$ cat src/rtl/hpu_core_sequencer.sv
// Sequencer in front of the HD core array: item-memory generation, instruction FIFO, issue with
// store-credit throttling, drain on last. Optional perf counters under `ifdef PERF_CNT_EN.
module hpu_core_sequencer #(
    parameter int unsigned FIFO_AW    = 4,
    parameter int unsigned ST_CREDITS = 4
) (
    input  logic        clk,
    input  logic        rst,
    input  logic        start,
    input  logic [9:0]  item_num,
    input  logic        rand_v,
    input  logic        s_valid,
    input  logic [15:0] s_data,
    output logic        s_ready,
    input  logic        st_free,
    input  logic        core_last,
    output logic        run,
    output logic        gen,
    output logic        update_item,
    output logic [9:0]  item_a,
    output logic        get_v,
    output logic [15:0] get_d,
    output logic        exec,
    output logic        busy,
    output logic        done
`ifdef PERF_CNT_EN
    ,
    output logic [31:0] cyc_cnt,
    output logic [31:0] inst_cnt,
    output logic [31:0] stall_cnt
`endif
);

    typedef enum logic [2:0] {StIdle, StGen, StRun, StDrain, StDone} state_e;

    localparam int unsigned Depth    = 1 << FIFO_AW;
    localparam logic [3:0]  CredMax  = 4'(ST_CREDITS);
    localparam logic [15:0] InstLast = 16'h0400;

    state_e             state_q, state_d;
    logic [9:0]         item_num_q, item_num_d;
    logic [9:0]         item_a_q, item_a_d;
    logic [3:0]         credits_q, credits_d;
    logic               last_seen_q, last_seen_d;
    logic [FIFO_AW:0]   wr_ptr_q, wr_ptr_d;
    logic [FIFO_AW:0]   rd_ptr_q, rd_ptr_d;
    logic               get_v_q, get_v_d;
    logic [15:0]        get_d_q, get_d_d;
    logic               exec_q, exec_d;
    logic [15:0]        mem_q [Depth];

    logic        empty, full, head_store, issue, push, pop;
    logic [15:0] head;

    assign empty = wr_ptr_q == rd_ptr_q;
    assign full  = (wr_ptr_q[FIFO_AW] != rd_ptr_q[FIFO_AW]) &&
                   (wr_ptr_q[FIFO_AW-1:0] == rd_ptr_q[FIFO_AW-1:0]);
    assign head  = mem_q[rd_ptr_q[FIFO_AW-1:0]];

    assign head_store = ~head[15] & (head[14:12] == 3'b000) & head[11];
    assign issue      = (state_q == StRun) & ~empty & ~last_seen_q &
                        (~head_store | (credits_q != 4'd0));
    assign pop        = issue;
    // A pop in the same cycle frees a slot, so a full FIFO can still accept.
    assign s_ready    = ((state_q == StGen) || (state_q == StRun)) & (~full | pop);
    assign push       = s_valid & s_ready;

    assign gen         = state_q == StGen;
    assign run         = state_q != StIdle;
    assign busy        = state_q != StIdle;
    assign done        = state_q == StDone;
    assign update_item = rand_v & gen;
    assign item_a      = item_a_q;
    assign get_v       = get_v_q;
    assign get_d       = get_d_q;
    assign exec        = exec_q;

    always_comb begin
        state_d     = state_q;
        item_num_d  = item_num_q;
        item_a_d    = item_a_q;
        credits_d   = credits_q;
        last_seen_d = last_seen_q;
        wr_ptr_d    = wr_ptr_q + {{FIFO_AW{1'b0}}, push};
        rd_ptr_d    = rd_ptr_q + {{FIFO_AW{1'b0}}, pop};
        get_v_d     = issue;
        get_d_d     = issue ? head : 16'h0000;
        exec_d      = get_v_q;

        if ((issue && head_store) && !st_free) begin
            credits_d = credits_q - 4'd1;
        end else if (!(issue && head_store) && st_free && (credits_q < CredMax)) begin
            credits_d = credits_q + 4'd1;
        end

        unique case (state_q)
            StIdle: begin
                if (start) begin
                    state_d    = StGen;
                    item_num_d = item_num;
                    item_a_d   = 10'd0;
                end
            end
            StGen: begin
                if (update_item) begin
                    if (item_a_q == item_num_q) begin
                        state_d  = StRun;
                        item_a_d = 10'd0;
                    end else begin
                        item_a_d = item_a_q + 10'd1;
                    end
                end
            end
            StRun: begin
                if (issue && (head == InstLast)) begin
                    last_seen_d = 1'b1;
                    state_d     = StDrain;
                end
            end
            StDrain: begin
                if (core_last) begin
                    state_d = StDone;
                end
            end
            StDone: begin
                state_d     = StIdle;
                wr_ptr_d    = '0;
                rd_ptr_d    = '0;
                last_seen_d = 1'b0;
                credits_d   = CredMax;
            end
            default: state_d = StIdle;
        endcase
    end

    always_ff @(posedge clk or posedge rst) begin
        if (rst) begin
            state_q     <= StIdle;
            item_num_q  <= 10'd0;
            item_a_q    <= 10'd0;
            credits_q   <= CredMax;
            last_seen_q <= 1'b0;
            wr_ptr_q    <= '0;
            rd_ptr_q    <= '0;
            get_v_q     <= 1'b0;
            get_d_q     <= 16'h0000;
            exec_q      <= 1'b0;
        end else begin
            state_q     <= state_d;
            item_num_q  <= item_num_d;
            item_a_q    <= item_a_d;
            credits_q   <= credits_d;
            last_seen_q <= last_seen_d;
            wr_ptr_q    <= wr_ptr_d;
            rd_ptr_q    <= rd_ptr_d;
            get_v_q     <= get_v_d;
            get_d_q     <= get_d_d;
            exec_q      <= exec_d;
        end
    end

    // Storage needs no reset; pointers define validity.
    always_ff @(posedge clk) begin
        if (push) begin
            mem_q[wr_ptr_q[FIFO_AW-1:0]] <= s_data;
        end
    end

`ifdef PERF_CNT_EN
    logic [31:0] cyc_cnt_q, cyc_cnt_d;
    logic [31:0] inst_cnt_q, inst_cnt_d;
    logic [31:0] stall_cnt_q, stall_cnt_d;

    always_comb begin
        cyc_cnt_d   = cyc_cnt_q;
        inst_cnt_d  = inst_cnt_q;
        stall_cnt_d = stall_cnt_q;
        if ((state_q == StIdle) && start) begin
            cyc_cnt_d   = 32'd0;
            inst_cnt_d  = 32'd0;
            stall_cnt_d = 32'd0;
        end else begin
            if ((state_q == StRun) || (state_q == StDrain)) begin
                cyc_cnt_d = cyc_cnt_q + 32'd1;
            end
            if (get_v_q) begin
                inst_cnt_d = inst_cnt_q + 32'd1;
            end
            if ((state_q == StRun) && !empty && !issue) begin
                stall_cnt_d = stall_cnt_q + 32'd1;
            end
        end
    end

    always_ff @(posedge clk or posedge rst) begin
        if (rst) begin
            cyc_cnt_q   <= 32'd0;
            inst_cnt_q  <= 32'd0;
            stall_cnt_q <= 32'd0;
        end else begin
            cyc_cnt_q   <= cyc_cnt_d;
            inst_cnt_q  <= inst_cnt_d;
            stall_cnt_q <= stall_cnt_d;
        end
    end

    assign cyc_cnt   = cyc_cnt_q;
    assign inst_cnt  = inst_cnt_q;
    assign stall_cnt = stall_cnt_q;
`endif

endmodule

$ cat config.mk
export PLATFORM = sky130hd
export DESIGN_NAME = hpu_core_sequencer
export DESIGN_NICKNAME = d
export VERILOG_FILES = /design/src/rtl/hpu_core_sequencer.sv
export SDC_FILE = /design/constraint.sdc
export NUM_CORES = 1
export LEC_CHECK = 0
export CAP_MARGIN = 15
export CORE_AREA = 4 4 210 212
export DETAILED_ROUTE_END_ITERATION = 16
export DIE_AREA = 0 0 214 216
export SETUP_SLACK_MARGIN = 0.1
export SKIP_CTS_REPAIR_TIMING = 1
export SYNTH_ARGS = -nofsm -noshare
export SYNTH_HDL_FRONTEND = slang
export SYNTH_SLANG_ARGS = --single-unit
$ cat constraint.sdc
create_clock -name clk -period 8.15 [get_ports clk]
set_input_delay 1.2225 -clock clk [delete_from_list [all_inputs] [get_ports clk]]
set_output_delay 1.2225 -clock clk [all_outputs]
set_load 0.03 [all_outputs]
==> results of run 1 <==
-- cells by family after synthesis --
kind of cell,Yosys count
buf+inv,48
flops,312
simple gates,128
mux,101
fa+ha+maj,6
compound gates,94
xor+xnor,26
-- sequential cells by signal (all words and copies together), names as in the netlist --
| name | flops |
|---|---|
| last_seen_q | 1 |
| get_v | 1 |
| credits_q | 4 |
| get_d | 16 |
| item_num_q | 10 |
| exec | 1 |
| state_q | 3 |
| item_a | 10 |
| rd_ptr_q | 5 |
| mem_q | 256 |
| wr_ptr_q | 5 |
-- cell type report --
| cell class | count | area, sq um |
|---|---|---|
| fillers | 3856 | 26900 |
| flip-flops and latches | 312 | 9090 |
| multi-input cells | 355 | 3330 |
| clock buffers | 46 | 937 |
| repair buffers | 89 | 833 |
| well taps | 539 | 674 |
| clock inverters | 17 | 183 |
| inverters | 9 | 33.8 |
-- power groups by stage --
stage | registers [mW] | logic [mW] | clock network [mW]
2_1_floorplan | 2.05 | 1.07 | 0
3_3_place_gp | 2.11 | 1.43 | 0
3_5_place_dp | 2.11 | 1.44 | 0
4_1_cts | 2.08 | 1.44 | 1.55
5_1_grt | 2.10 | 1.54 | 1.63
6_report | 2.08 | 1.42 | 1.52
-- cells in the final DEF, fill, tap and decap left out, types with 4 or more instances in the layout --
cell type        netlist  final
inv_1                  8      7
nand2_1               21     21
a221oi_1              23     23
clkbuf_1              21      9
edfxtp_1             256    256
nor2b_1                8      8
nor3_2                 0      9
a22o_1                 8      8
nor4_2                 0      6
ha_1                   6      6
nand4_1                9      9
mux4_2                40     40
mux2_2                10     10
dfrtp_1               55     53
xor2_1                11     11
nand2b_1               8      8
nor4_1                11      5
clkinv_1               0      6
nor2_1                20     19
o21ai_0               23     23
a21oi_1                4      4
clkbuf_16              0     35
buf_4                  3     23
nand3_1                5      5
clkdlybuf4s50_1        0     66
and2_1                 6      6
xnor2_1               15     15
a22oi_1               11     11
mux2i_1               51     51
a211oi_1              10     10
nor3_1                17      8
nor2_2                 4      5
-- per-layer routing --
layer	share of wire	up-vias	GRT usage
met1	0.46	3494	0.169
met5	0.00046	-	0
met2	0.48	162	0.196
met4	0.016	2	0.0292
met3	0.047	45	0.0255
li1	-	3040	-
-- synth_stat cells (2+ instances only) --
library cell / instances
nor3b_1: 4
o21ai_0: 23
o21a_1: 3
nand3b_1: 3
edfxtp_1: 256
buf_8: 2
a21oi_1: 4
nand2_1: 21
and3_1: 3
o31ai_1: 3
nor2b_1: 8
mux2_2: 10
inv_1: 8
mux2i_1: 51
nor3_1: 17
buf_6: 4
a211oi_1: 10
buf_2: 8
nor2_1: 20
a22oi_1: 11
nand2b_1: 8
o31a_1: 2
xor2_1: 11
mux4_2: 40
ha_1: 6
and2_1: 6
xnor2_1: 15
nor2_2: 4
dfrtp_1: 55
clkbuf_1: 21
a221oi_1: 23
or3_1: 3
nand4_1: 9
nor4_1: 11
nand3_1: 5
buf_4: 3
a22o_1: 8
-- worst max-delay path by stage --
stage / to / slack, ps / depth (start not counted)
floorplan: mem_q[12][0] / 4070 / 10
global placement: s_ready / 3250 / 8
detailed placement: s_ready / 3260 / 8
CTS: s_ready / 2710 / 8
global route: s_ready / 2520 / 8
finish: s_ready / 2820 / 8
-- through the flow --
step / power [mW] / instances / area [sq um] / hold slack [ps] / setup WS, ps
after CTS: 5.08 / 1367 / 15100 / 414 / 2710
after floorplan: 3.11 / 715 / 12600 / 502 / 4070
after detailed placement: 3.55 / 1304 / 14000 / 394 / 3260
after global routing: 5.27 / 1367 / 15100 / 427 / 2520
after global placement: 3.53 / 1304 / 14000 / 380 / 3250
final: 5.02 / 1367 / 15100 / 413 / 2820
-- critical path: stages, from the launching register on --
cell and delay [ps]:
dfrtp_4 630, buf_4 690, mux4_2 580, mux2i_1 180, nand2_1 130, o21ai_0 230, o31a_1 260, o21a_1 150
clkdlybuf4s50_1 710
==> results.md, run 1 <==
* Avg Cell Area, Syn at 17.6 sq um
* Mux cell area share after synthesis at 0.121
* Hold path cells at 0
* Port bufs at 66
* Combinational Power Share at 0.284
* Synth Area in XOR/XNOR at 0.0181
* GRT overflow at 0
* GRT Total Usage at 0.121
* Main combinational cell family by area after synthesis: multiplexers
* WHS Endpoint: exec
* Worst Path Arrival at just over 4000 ps
* Num CTS Buffers at 35
* Status: completed
* Endpoints failing hold at 0
* Worst Path Class, Setup: register to output port
* Clk buf depth at 3
* Seq pwr share at 0.414
* Clk pwr share at 0.302
* Max VDD drop at 152 uV
* Setup TNS at 0 ps
* Crit end category: output port
* Post-synthesis adder-cell area fraction at 0.00597
* Largest net degree at the start of global routing at 57
* Sw Ratio at 0.318
* Routed wire length at roughly 28 mm
* ANT cells at 0
* Reg2Reg Depth at 9
* Sequential fraction of the synthesis area at 0.722
* Hold WC Path Type: register to register
* Die Ht at 216 um
* Fmax at 0.188 GHz
* Final ANT Viol Nets at 0
* Post-layout min period at about 5300 ps
* Io pins at 67
* Synth top area share at 0.611
* CTS tree: done
* Sink Count at 312
* First-pass GRT wire length at 43.5 mm
* Relative slew slack at 0.241
* Final HPWL DP at between 15 and 20 mm
* Clock Latency Late Sink at 520 ps
* Syn. warnings at 0
* Vias in the first global route at 6979
* Period utilization at 0.654
* Post-Syn Instances at a little over 700
* Post-synth cell types at 53
* Final Wtd Congestion at 0.775
* FFs w/ async S/R, synth at 0.179
* Max Fanout on Critical Path at between 40 and 50
* Initial antenna violation count at 1
* Clock root buffer: clkbuf_16
* P_int at approximately 3.4 mW
* Worst Setup SP: rd_ptr_q[0]
* Compound-cell area share of the yosys netlist at 0.0552
* Sw power at 1.60 mW
* H-tree levels at 2
* EDFF count, synth at 256
* Worst reg2reg path startpoint: rd_ptr_q[0]
* Post-Synth Simple-Gate Area at 0.0571
* Post-Syn Nets at 754
* Worst-margin pin slew at 1140 ps
* Setup-failing EPs final at 0
* Finished Core Util at 0.360
* Die W at 214 um
* Site row count at 75
* Syn Std Cell Area at 12600 sq um
* RSZ-0062 raised after global routing: false
* Nets@finish at roughly 840
* Clk slew on worst S/H paths at 60 ps
* First drt pass iteration count at 5
* PwrDens at 333 nW/um^2
* Routed len/inst at 20.7 um
* Share of cells above drive strength 1 at 0.182
* Main flop type after synthesis: edfxtp_1
* Via density at 4.93
* Clock skew at a little under 30 ps
* Leak at a little over 5 nW
* DRT iter0 DRCs at 512
* Die ar. at between 40000 and 50000 sq um
* Final Max Slew Viols at 0
* Reg2reg end: mem_q[1][0]
* Yosys top cell by area: edfxtp_1
* Top post-synthesis cells by area: edfxtp_1 (61%), dfrtp_1 (11%), mux4_2 (7.2%), mux2i_1 (4.1%), a221oi_1 (1.6%)
* DRC errors left at 0
* Maxcap violations at 0
* Via count at ~6700
* Core Box Area at around 42000 sq um
* Startpoint types: register
* P&R area growth vs syn at 19.9%
* Initial Util at 0.300
* FF+latch count, synth at 312
* Min-delay src: get_v
* Worst EP required at 6930 ps
* Reg2reg setup slack at about 3600 ps
Power figures use the tool's default switching activity.
==> inputs of run 2 (changes only) <==
Clock period 8.15 ns to 4.8 ns, I/O delays scaled along.
==> results.md, run 2 (synthesized netlist as in run 1, its figures left out) <==
* DRC errors left at 0
* Endpoints failing hold at 0
* Met1 wire length at 13.3 mm
* Setup-failing EPs final at 0
* Final Max Slew Viols at 0
* P_int at 5.90 mW
* Final Wtd Congestion at between 0.7 and 0.8
* Routed wl met3 at 1.95 mm
* Share of cells above drive strength 1 at 0.195
* Core Box Area at 41900 sq um
* Nets@finish at 850
* Final HPWL DP at 18.4 mm
* Worst Path Arrival at roughly 3800 ps
* Crit end category: output port
* GRT overflow at 0
* Post-layout min period at roughly 4500 ps
* ANT cells at 0
* CP Cell Sequence: mux4_2 -> a22o_1 -> nor2_2 -> nand4_4 -> o31a_1 -> o21a_1 -> clkdlybuf4s50_1
* Io pins at between 60 and 70
* Worst path bufs/invs at 1
* Crit path largest cell delay at ~940 ps
* Clock Latency Late Sink at 540 ps
* Clock root buffer: clkbuf_16
* Largest register FFs at 256
* Max VDD drop at roughly 220 uV
* Clk pwr share at 0.308
* Via density at roughly 4.9
* Worst Path Class, Setup: register to output port
* Initial antenna violation count at 0
* Initial Util at 0.300
* Placed standard-cell area at around 14000 sq um
* Hold WS at 392 ps
* Worst EP required at 4080 ps
* Num CTS Buffers at 35
* Most frequent cells in the layout: edfxtp_1 (256), clkdlybuf4s50_1 (66), dfrtp_1 (53)
* Final ANT Viol Nets at 0
* Worst-margin pin slew at 955 ps
* Max Fanout on Critical Path at 33
* Sw power at 2.77 mW
* Hold WC Path Type: register to register
* Startpoint types: register
* Sink Count at 312
* First drt pass iteration count at 5
* Clock skew at around 24 ps
* Post-route setup slack at 318 ps
* Sw Ratio at 0.319
* DRT iter0 DRCs at 488
* Largest net degree at the start of global routing at 38
* Maxcap violations at 0
* Site row count at 75
* Leak at 5.10 nW
* GRT Total Usage at 0.127
* First-pass GRT wire length at 44.6 mm
* Relative slew slack at 0.360
* Metal2 WL at 13.5 mm
* Die Ht at 216 um
* Routed wire length at 29.4 mm
* Status: completed
* Fmax at about 0.22 GHz
* Kind of cell adding the most delay to the critical path: flip-flops
* Combinational Power Share at 0.285
* CP max-delay cell: dfrtp_2
* Most common cell after layout, fill and taps aside: edfxtp_1
* Final instance count without filler cells at 1376
* Routed len/inst at about 21 um
* Die W at 214 um
* Clk buf depth at 3
* Total power at 8.67 mW
* Setup WS pre-CTS at 861 ps
* Via count at 6787
* Seq pwr share at 0.406
* P&R area growth vs syn at 20.7%
* Period utilization at 0.934
* PwrDens at 571 nW/um^2
* FILL cells at 3852
* RSZ-0062 raised after global routing: false
* CTS tree: done
* Clk slew on worst S/H paths at ~60 ps
* Setup TNS at 0 ps
* Die ar. at 46200 sq um
* Vias in the first global route at 6959
* DP Cell Count at 1313
* Finished Core Util at 0.362
* Uppermost layer routed: met4
* Design Area, Final at 15200 sq um
* H-tree levels at 2
* Port bufs at 66
-- run 2: layer usage --
layer,track usage,vias up
met5,0,-
met2,0.198,225
met4,0.0367,0
met1,0.176,3454
met3,0.0338,47
li1,-,3061
-- run 2: area by class of cell --
type                            instances  area [sq um]  share of cell area
Inverter                                9          33.8             0.00222
Timing Repair Buffer                   98           901              0.0593
Clock inverter                         15           174              0.0114
Tap cell                              539           674              0.0444
Clock buffer                           48           986              0.0649
Multi-Input combinational cell        355          3330               0.219
Sequential cell                       312          9090               0.599
-- run 2: worst paths after layout --
path,slack [ps],depth (start not counted),end,from
worst max-delay path,320,7,s_ready,rd_ptr_q[1]
worst min-delay path,390,0,exec,get_v
worst max register to register,870,8,state_q[0],rd_ptr_q[0]
worst min register to register,390,0,exec,get_v
max in group asynchronous,3240,3,wr_ptr_q[2],rst
min in group asynchronous,670,2,item_num_q[7],rst
-- run 2: power groups by stage --
stage               combinational [mW]  clock (mW)  sequential [mW]
floorplan                         1.81           0             3.48
global placement                  2.47           0             3.57
detailed placement                2.49           0             3.58
CTS                               2.49        2.75             3.53
global route                      2.66        2.86             3.57
finish                            2.47        2.67             3.52
==> inputs of run 3 (changes only) <==
Settings changed: CELL_PAD_IN_SITES_DETAIL_PLACEMENT set to 2, CELL_PAD_IN_SITES_GLOBAL_PLACEMENT set to 2, HOLD_SLACK_MARGIN set to 0.1, PLACE_DENSITY_LB_ADDON set to 0.1.
==> results.md, run 3 (synthesized netlist as in run 1, its figures left out) <==
* Status: completed
* Clock skew at 16.9 ps
* Die ar. at 46200 sq um
* Most Crowded Layer GR: met2
* Worst EP required at 4080 ps
* Io pins at 67
* Final Wtd Congestion at between 0.7 and 0.8
* Endpoints failing hold at 0
* GRT overflow at 0
* Post-layout min period at 4430 ps
* Port bufs at 66
* Period utilization at 0.922
* Sw Ratio at 0.330
* Startpoint types: register
* First-pass GRT wire length at 54.0 mm
* Relative slew slack at 0.356
* M3 GR Usage at 0.0242
* Sw power at 2.91 mW
* Seq pwr share at 0.403
* DRT iter0 DRCs at roughly 470
* P_int at 5.91 mW
* Final HPWL DP at 23.0 mm
* FILL cells at 4119
* Core Box Area at 41900 sq um
* Routed len/inst at 25.8 um
* RSZ-0062 raised after global routing: false
* Initial Util at 0.300
* Fmax at 0.226 GHz
* CTS tree: done
* Sink Count at 312
* Largest register FFs at 256
* Site row count at 75
* Most frequent cells in the layout: edfxtp_1 (256), clkdlybuf4s50_1 (66), dfrtp_1 (53)
* Max Fanout on Critical Path at 25
* Share of cells above drive strength 1 at 0.200
* Clock root buffer: clkbuf_16
* GR Util met1 at 0.211
* Setup TNS at 0 ps
* H-tree levels at 2
* Most common cell after layout, fill and taps aside: edfxtp_1
* Clk pwr share at 0.307
* Combinational Power Share at 0.290
* Setup-failing EPs final at 0
* GRT Total Usage at 0.155
* Clock Latency Late Sink at ~540 ps
* Max VDD drop at about 220 uV
* Worst Path Class, Setup: register to output port
* Num CTS Buffers at 38
* Worst Path Arrival at 3710 ps
* Via density at between 5 and 6
* Leak at roughly 5 nW
* Vias in the first global route at 7974
* Final ANT Viol Nets at 0
* First drt pass iteration count at 5
* Worst-margin pin slew at approximately 960 ps
* P&R area growth vs syn at 21.3%
* DRC errors left at 0
* Footprint of the multi-input gates at 3330 sq um
* Routed wire length at roughly 36 mm
* Die Ht at 216 um
* Clk slew on worst S/H paths at roughly 50 ps
* Initial antenna violation count at 0
* Nets@finish at 861
* Maxcap violations at 0
* Finished Core Util at 0.364
* PwrDens at 578 nW/um^2
* Register area at 9100 sq um
* ANT cells at 0
* Hold WC Path Type: register to register
* Final Max Slew Viols at 0
* Clk buf depth at 3
* Crit end category: output port
* Via count at 6996
* Largest net degree at the start of global routing at about 40
* Die W at 214 um
* GRT met2 Usage at 0.257
==> run 3: cell types whose count changed in the layout (fill, tap and decap cells not counted), moves of 2 or more <==
cell | previous run | this run
clkbuf_16 | 36 | 39
clkinv_2 | 2 | 5
clkbuf_1 | 8 | 12
clkinv_1 | 4 | 8
clkinv_4 | 2 | 0
clkbuf_8 | 4 | 0
buf_4 | 32 | 40
==> run 3: power groups by stage <==
stage | Combinational [mW] | Clock [mW] | Sequential (mW)
after floorplan | 1.81 | 0 | 3.48
after global placement | 2.56 | 0 | 3.59
after detailed placement | 2.62 | 0 | 3.61
after CTS | 2.63 | 2.81 | 3.56
after global routing | 2.80 | 2.92 | 3.60
final | 2.56 | 2.71 | 3.55
==> run 3: layer usage <==
layer  up-vias  routed length, um
li1       3079                  -
met3        53               1380
met1      3736              16200
met5         -                  0
met4         0                908
met2       128              17300
==> run 3: critical path, stage by stage (launching register included) <==
cell and delay (ps):
dfrtp_4 720, mux4_2 590, a22o_1 250, nor2_2 190
nand4_4 200, o31a_1 390, o21a_1 210, clkdlybuf4s50_1 610
==> run 3: path summary, 6_finish.rpt <==
path	endpoint	depth (start not counted)	from	slack (ps)
worst min register to register	exec	0	get_v	390
worst min-delay path	exec	0	get_v	390
worst max-delay path	s_ready	7	rd_ptr_q[0]	370
max in group asynchronous	item_a[2]	3	rst	3310
worst max register to register	mem_q[9][2]	9	rd_ptr_q[0]	1090
min in group asynchronous	get_d[15]	2	rst	510
==> run 3: area by class of cell <==
class,count,area share
Sequential cell,312,0.596
Multi-Input combinational cell,355,0.218
Clock buffer,51,0.0669
Timing Repair Buffer,106,0.0630
Tap cell,539,0.0442
Clock inverter,18,0.00910
Inverter,9,0.00221
==> run 3: stage by stage <==
stage          cells  setup WS [ps]  area, sq um  hold slack [ps]  total power, mW
2_1_floorplan    715            725        12600              502             5.29
3_3_place_gp    1321            855        14100              366             6.15
3_5_place_dp    1321            789        14100              378             6.23
4_1_cts         1390            183        15300              390             9.00
5_1_grt         1390            188        15300              394             9.32
6_report        1390            375        15300              385             8.83
